===== config.mk =====
export PLATFORM = sky130hd
export DESIGN_NAME = time_keeper_flat
export DESIGN_NICKNAME = d
export VERILOG_FILES = /design/src/rtl/clock_pkg.sv /design/src/rtl/time_keeper_if.sv /design/src/rtl/mod_counter.sv /design/src/rtl/time_keeper.sv /design/src/flat_wrapper.sv
export SDC_FILE = /design/constraint.sdc
export NUM_CORES = 1
export LEC_CHECK = 0
export BUFFER_PORTS_ARGS = -buffer_cell sky130_fd_sc_hd__buf_2
export CAP_MARGIN = 20
export CORE_MARGIN = 1.5
export CORE_UTILIZATION = 56
export CTS_BUF_LIST = sky130_fd_sc_hd__clkbuf_4 sky130_fd_sc_hd__clkbuf_8
export CTS_CLUSTER_SIZE = 28
export DETAILED_ROUTE_END_ITERATION = 10
export PLACE_DENSITY = 0.79
export SYNTH_ARGS = -nofsm -noshare
export SYNTH_HDL_FRONTEND = slang
export SYNTH_HIERARCHICAL = 1
export SYNTH_SLANG_ARGS = --single-unit

===== constraint.sdc =====
create_clock -name CLOCK_50 -period 4.05 [get_ports CLOCK_50]
set_input_delay 0.405 -clock CLOCK_50 [delete_from_list [all_inputs] [get_ports CLOCK_50]]
set_output_delay 0.405 -clock CLOCK_50 [all_outputs]
set_load 0.02 [all_outputs]

===== src/rtl/clock_pkg.sv =====
// Shared clock-domain constants and the H/M/S time type used by the
// time keeper, alarm, setting and display blocks.
package clock_pkg;

  localparam int TIME_W     = 6;
  localparam int HOUR_MAX   = 23;
  localparam int MINSEC_MAX = 59;

  typedef struct packed {
    logic [TIME_W-1:0] h;
    logic [TIME_W-1:0] m;
    logic [TIME_W-1:0] s;
  } time_t;

endpackage


===== src/rtl/time_keeper_if.sv =====
// Control/status bundle of the time keeper: hold/load controls, load value,
// current time and the per-second / midnight pulses.
interface time_keeper_if;
  import clock_pkg::*;

  logic              HOLD;
  logic              SET_LOAD;
  logic [TIME_W-1:0] SET_H;
  logic [TIME_W-1:0] SET_M;
  logic [TIME_W-1:0] SET_S;
  logic [TIME_W-1:0] internalTime_H;
  logic [TIME_W-1:0] internalTime_M;
  logic [TIME_W-1:0] internalTime_S;
  logic              TICK_1HZ;
  logic              MIDNIGHT_PULSE;

  modport master (
    output HOLD, SET_LOAD, SET_H, SET_M, SET_S,
    input  internalTime_H, internalTime_M, internalTime_S, TICK_1HZ, MIDNIGHT_PULSE
  );

  modport slave (
    input  HOLD, SET_LOAD, SET_H, SET_M, SET_S,
    output internalTime_H, internalTime_M, internalTime_S, TICK_1HZ, MIDNIGHT_PULSE
  );

endinterface


===== src/rtl/mod_counter.sv =====
// Modulo-(MAX_VAL+1) counter with load and enable; carry is high while
// enabled at MAX_VAL so the next stage advances on the same edge.
module mod_counter
  import clock_pkg::*;
#(
  parameter int MAX_VAL = MINSEC_MAX
) (
  input  logic              clk,
  input  logic              rst_n,
  input  logic              en,
  input  logic              load,
  input  logic [TIME_W-1:0] load_val,
  output logic [TIME_W-1:0] count,
  output logic              carry
);

  localparam logic [TIME_W-1:0] MAX_V = TIME_W'(MAX_VAL);

  assign carry = en && (count == MAX_V);

  // Out-of-range load values collapse to zero so the count never leaves 0..MAX_VAL.
  always_ff @(posedge clk or negedge rst_n) begin
    if (!rst_n) begin
      count <= '0;
    end else if (load) begin
      count <= (load_val > MAX_V) ? '0 : load_val;
    end else if (en) begin
      count <= carry ? '0 : count + 1'b1;
    end
  end

endmodule


===== src/rtl/time_keeper.sv =====
// Time-of-day keeper: prescaler to 1 Hz plus chained S/M/H counters.
// Define TIME_KEEPER_FAST_SIM_EN to divide by FAST_DIV instead of CLK_FREQ.
module time_keeper
  import clock_pkg::*;
#(
  parameter int CLK_FREQ = 50000000,
  parameter int FAST_DIV = 4
) (
  input  logic          CLOCK_50,
  input  logic          RESET_N,
  time_keeper_if.slave  bus
);

`ifdef TIME_KEEPER_FAST_SIM_EN
  localparam int DIV = FAST_DIV;
`else
  localparam int DIV = CLK_FREQ;
`endif
  localparam int PRE_W = (DIV > 1) ? $clog2(DIV) : 1;
  localparam logic [PRE_W-1:0] PRE_LAST = PRE_W'(DIV - 1);

  logic [PRE_W-1:0] prescaler;
  logic             term_cnt;
  logic             advance;
  logic             s_carry;
  logic             m_carry;
  logic             h_carry;
  logic             tick_p1;
  logic             midnight_p1;
  time_t            cur;

  assign term_cnt = (prescaler == PRE_LAST);
  // A load wins over both the terminal count and HOLD.
  assign advance  = term_cnt && !bus.HOLD && !bus.SET_LOAD;

  always_ff @(posedge CLOCK_50 or negedge RESET_N) begin
    if (!RESET_N) begin
      prescaler   <= '0;
      tick_p1     <= 1'b0;
      midnight_p1 <= 1'b0;
    end else begin
      if (bus.SET_LOAD) begin
        prescaler <= '0;
      end else if (!bus.HOLD) begin
        prescaler <= term_cnt ? '0 : prescaler + 1'b1;
      end
      tick_p1     <= advance;
      midnight_p1 <= h_carry;
    end
  end

  mod_counter #(.MAX_VAL(MINSEC_MAX)) u_sec (
    .clk      (CLOCK_50),
    .rst_n    (RESET_N),
    .en       (advance),
    .load     (bus.SET_LOAD),
    .load_val (bus.SET_S),
    .count    (cur.s),
    .carry    (s_carry)
  );

  mod_counter #(.MAX_VAL(MINSEC_MAX)) u_min (
    .clk      (CLOCK_50),
    .rst_n    (RESET_N),
    .en       (s_carry),
    .load     (bus.SET_LOAD),
    .load_val (bus.SET_M),
    .count    (cur.m),
    .carry    (m_carry)
  );

  mod_counter #(.MAX_VAL(HOUR_MAX)) u_hour (
    .clk      (CLOCK_50),
    .rst_n    (RESET_N),
    .en       (m_carry),
    .load     (bus.SET_LOAD),
    .load_val (bus.SET_H),
    .count    (cur.h),
    .carry    (h_carry)
  );

  assign bus.internalTime_H = cur.h;
  assign bus.internalTime_M = cur.m;
  assign bus.internalTime_S = cur.s;
  assign bus.TICK_1HZ       = tick_p1;
  assign bus.MIDNIGHT_PULSE = midnight_p1;

endmodule


===== src/flat_wrapper.sv =====
// flat-port wrapper written by rule: the top's interface ports become plain ports
module time_keeper_flat import clock_pkg::*;
#(
  parameter int CLK_FREQ = 50000000,
  parameter int FAST_DIV = 4
)
  (CLOCK_50, RESET_N, bus_HOLD, bus_SET_LOAD, bus_SET_H, bus_SET_M, bus_SET_S, bus_internalTime_H, bus_internalTime_M, bus_internalTime_S, bus_TICK_1HZ, bus_MIDNIGHT_PULSE);
  time_keeper_if bus_i ();
  input  logic CLOCK_50;
  input  logic RESET_N;
  input wire logic [$bits(bus_i.HOLD)-1:0] bus_HOLD;
  input wire logic [$bits(bus_i.SET_LOAD)-1:0] bus_SET_LOAD;
  input wire logic [$bits(bus_i.SET_H)-1:0] bus_SET_H;
  input wire logic [$bits(bus_i.SET_M)-1:0] bus_SET_M;
  input wire logic [$bits(bus_i.SET_S)-1:0] bus_SET_S;
  output wire logic [$bits(bus_i.internalTime_H)-1:0] bus_internalTime_H;
  output wire logic [$bits(bus_i.internalTime_M)-1:0] bus_internalTime_M;
  output wire logic [$bits(bus_i.internalTime_S)-1:0] bus_internalTime_S;
  output wire logic [$bits(bus_i.TICK_1HZ)-1:0] bus_TICK_1HZ;
  output wire logic [$bits(bus_i.MIDNIGHT_PULSE)-1:0] bus_MIDNIGHT_PULSE;
  assign bus_i.HOLD = bus_HOLD;
  assign bus_i.SET_LOAD = bus_SET_LOAD;
  assign bus_i.SET_H = bus_SET_H;
  assign bus_i.SET_M = bus_SET_M;
  assign bus_i.SET_S = bus_SET_S;
  assign bus_internalTime_H = bus_i.internalTime_H;
  assign bus_internalTime_M = bus_i.internalTime_M;
  assign bus_internalTime_S = bus_i.internalTime_S;
  assign bus_TICK_1HZ = bus_i.TICK_1HZ;
  assign bus_MIDNIGHT_PULSE = bus_i.MIDNIGHT_PULSE;
  time_keeper #(.CLK_FREQ(CLK_FREQ), .FAST_DIV(FAST_DIV)) u_core (.CLOCK_50(CLOCK_50), .RESET_N(RESET_N), .bus(bus_i));
endmodule

==> flow_metrics.env <==
export IMPL_outcome="finished clean"
export IMPL_setup_ws_ns=0.692
export IMPL_cp_data_required_time_ns=4.23
export IMPL_slew_headroom_pct=49.5
export IMPL_cts_buffer_depth=2
export IMPL_antenna_left=0
export IMPL_die_y_um=74.1
export IMPL_dp_hpwl_mm=4.23
export IMPL_root_buffer="clkbuf_8"
export IMPL_irDropWorstVdd_uv=202
export IMPL_postCtsSetupBuffers=0
export IMPL_yosysSeqAreaShare_pct=40.6
export IMPL_hold_viol=0
export IMPL_drv_cap=0
export IMPL_pin_count=42
export IMPL_worst_pin_slew_ns=0.758
export IMPL_routed_wl_met2_mm=2.93
export IMPL_htree_num_levels=2
export IMPL_synthesis_area_um2=2830
export IMPL_synth_largest_area_cell="dfrtp_1"
export IMPL_vias_per_cell=6.16
export IMPL_dieArea_um2=5500
export IMPL_finalCritPeriodShare_pct=82.9
export IMPL_setup_viol=0
export IMPL_yosys_area_top_type_share_pct=40.6
export IMPL_clk_latency_ns=0.30
export IMPL_rows=25
export IMPL_syn_instance_count=308
export IMPL_async_flop_share_pct=100
export IMPL_synth_edff_count=0
export IMPL_first_iter_violations=121
export IMPL_synth_fp_nets=334
export IMPL_cts_repair_resized=0
export IMPL_grt_overflow_total=0
export IMPL_fp_coreArea_um2=4790
export IMPL_fmax_ghz=0.298
export IMPL_total_power_mw=0.927
export IMPL_r2r_slack_ns=0.69
export IMPL_fin_skew_ns=0.00908
export IMPL_vias=2558
export IMPL_grt_pass1_vias=2284
export IMPL_worstPathMaxFanout=10
export IMPL_power_per_cell_area_nw_per_um2=291
export IMPL_p_leak_nw=1.34
export IMPL_cts_tree="built"
export IMPL_port_buffers=41
export IMPL_cts_buffers=5
export IMPL_wl_per_cell_um=14.5
export IMPL_rr_worst_depth=13
export IMPL_yosys_warnings=6
export IMPL_grt_pass1_wl_mm=9.98
export IMPL_synth_most_common_cell="dfrtp_1"
export IMPL_antenna_found_initial=0
export IMPL_critPathKind="reg -> reg"
export IMPL_first_pass_iters=4
export IMPL_fin_crit_ns=3.36
export IMPL_final_util_pct=66.5
export IMPL_critical_path_arrival_ns=3.54
export IMPL_initial_core_util_pct=59.2
export IMPL_post_place_ws_ns=0.778
export IMPL_fp_dieW_um=74.1
export IMPL_avgSynthCellArea_um2=9.20
export IMPL_hold_class="in -> async"
export IMPL_end_kind="register"
export IMPL_ys_top_cells_by_count="dfrtp_1, nand3_1, a21oi_1"
export IMPL_cts_sinks=46
export IMPL_top_layer="met4"
export IMPL_drt_wl_total_mm=6.00
export IMPL_diodes=0
export IMPL_r2r_start="u_core/prescaler[0]"
export IMPL_ys_flop_type="dfrtp_1"
export IMPL_grt_max_degree=52
export IMPL_whs_ns=0.0221
export IMPL_m1WireLength_mm=2.73
export IMPL_grt_use_total_pct=23.1
export IMPL_drc=0
export IMPL_ys_ff_latch=46
export IMPL_routed_wl_met3_um=250
export IMPL_ctsHoldBuffers=0
export IMPL_path_clk_slew_ns=0.09
export IMPL_area_delta_synth_final_pct=12.3
export IMPL_drive_gt1_share_pct=20.4
export IMPL_drv_slew=0
export IMPL_gp_congestion=0.858
export IMPL_synth_area_leaders="dfrtp_1, nand3_1, a21oi_1"
export IMPL_synth_cell_type_count=57
export IMPL_setup_tns_ns=0
export IMPL_reg2reg_to="u_core/u_hour/count[0]"
export IMPL_final_nets=373
export IMPL_grt_setup_unrepaired="false"
export IMPL_cp_start_kind="register"
stage by stage:
step / cell area [µm²] / cells
2_1_floorplan: 2830 / 308
3_3_place_gp: 3070 / 406
3_5_place_dp: 3070 / 406
4_1_cts: 3160 / 414
5_1_grt: 3180 / 415
6_report: 3180 / 415
worst max-delay path, cell delays in order, from the launching register on:
cell      delay, ns
dfrtp_1        0.42
ha_1           0.18
and4_1         0.35
nand4_1        0.27
nor4_1         0.25
buf_4          0.22
nand4_1        0.17
nor3_2         0.25
nand4b_4       0.14
nor2_1         0.22
buf_4          0.20
nand3_1        0.14
o311ai_1       0.33
nand3_1        0.11
power by group:
part	switching (mW)	leakage, nW	total [mW]	internal (mW)
Combinational	0.0790	0.667	0.129	0.0496
Clock	0.152	0.0517	0.296	0.145
Sequential	0.0273	0.619	0.502	0.475
per-layer routing:
| metal | vias to the layer above | GRT usage, % |
|---|---|---|
| met5 | - | 0 |
| met4 | 0 | 7.82 |
| met3 | 10 | 5.01 |
| met2 | 61 | 39.1 |
| met1 | 1221 | 29.2 |
| li1 | 1266 | - |
cells by family after synthesis:
family,synth area share (%)
adders and majority gates,1.77
buffers and inverters,3.71
AOI/OAI and AO/OA,18.3
muxes,1.46
and+or+nand+nor,31.3
xor gates and xnor gates,2.78
DFF,40.6
sequential cells by signal, summed over array words and instances, names as in the netlist:
signal	cells
u_core/bus.TICK_1HZ	1
u_core/u_hour/count	6
u_core/prescaler	26
u_core/u_min/count	6
u_core/bus.MIDNIGHT_PULSE	1
u_core/u_sec/count	6
layout make-up:
class	instances	area, µm²
fillers	410	1600
repair buffers	46	255
flip-flops and latches	46	1150
clock inverters	1	5.00
multi-input cells	243	1580
clock buffers	7	90.1
well taps	67	83.8
inverters	5	18.8
placed cells by master (no fill, tap or decap), drive strengths merged, types with 4 or more instances in the layout:
| cell type | Yosys | routed |
|---|---|---|
| dfrtp | 46 | 46 |
| buf | 8 | 46 |
| nand3 | 34 | 34 |
| a21oi | 25 | 25 |
| nand2 | 25 | 25 |
| nor2 | 19 | 19 |
| o21ai | 16 | 16 |
| nand4 | 13 | 13 |
| or3 | 9 | 9 |
| o31ai | 9 | 9 |
| o211ai | 7 | 7 |
| or4 | 7 | 7 |
| clkbuf | 6 | 7 |
| nor3 | 7 | 7 |
| xor2 | 6 | 6 |
| a31oi | 6 | 6 |
| nor2b | 5 | 5 |
| inv | 5 | 5 |
| and4 | 5 | 5 |
| nor4 | 4 | 4 |
| and3 | 4 | 4 |
| ha | 4 | 4 |
how the worst max path moves through the flow:
stage	to	slack, ns	cells after the start	startpoint
floorplan	u_core/u_hour/count[0]	0.98	15	u_core/prescaler[0]
global placement	u_core/u_hour/count[0]	0.89	13	u_core/prescaler[0]
detailed placement	u_core/u_hour/count[0]	0.78	13	u_core/prescaler[0]
CTS	u_core/u_hour/count[0]	0.74	13	u_core/prescaler[0]
global route	u_core/u_hour/count[0]	0.44	13	u_core/prescaler[0]
finish	u_core/u_hour/count[0]	0.69	13	u_core/prescaler[0]
Power figures use the tool's default switching activity.
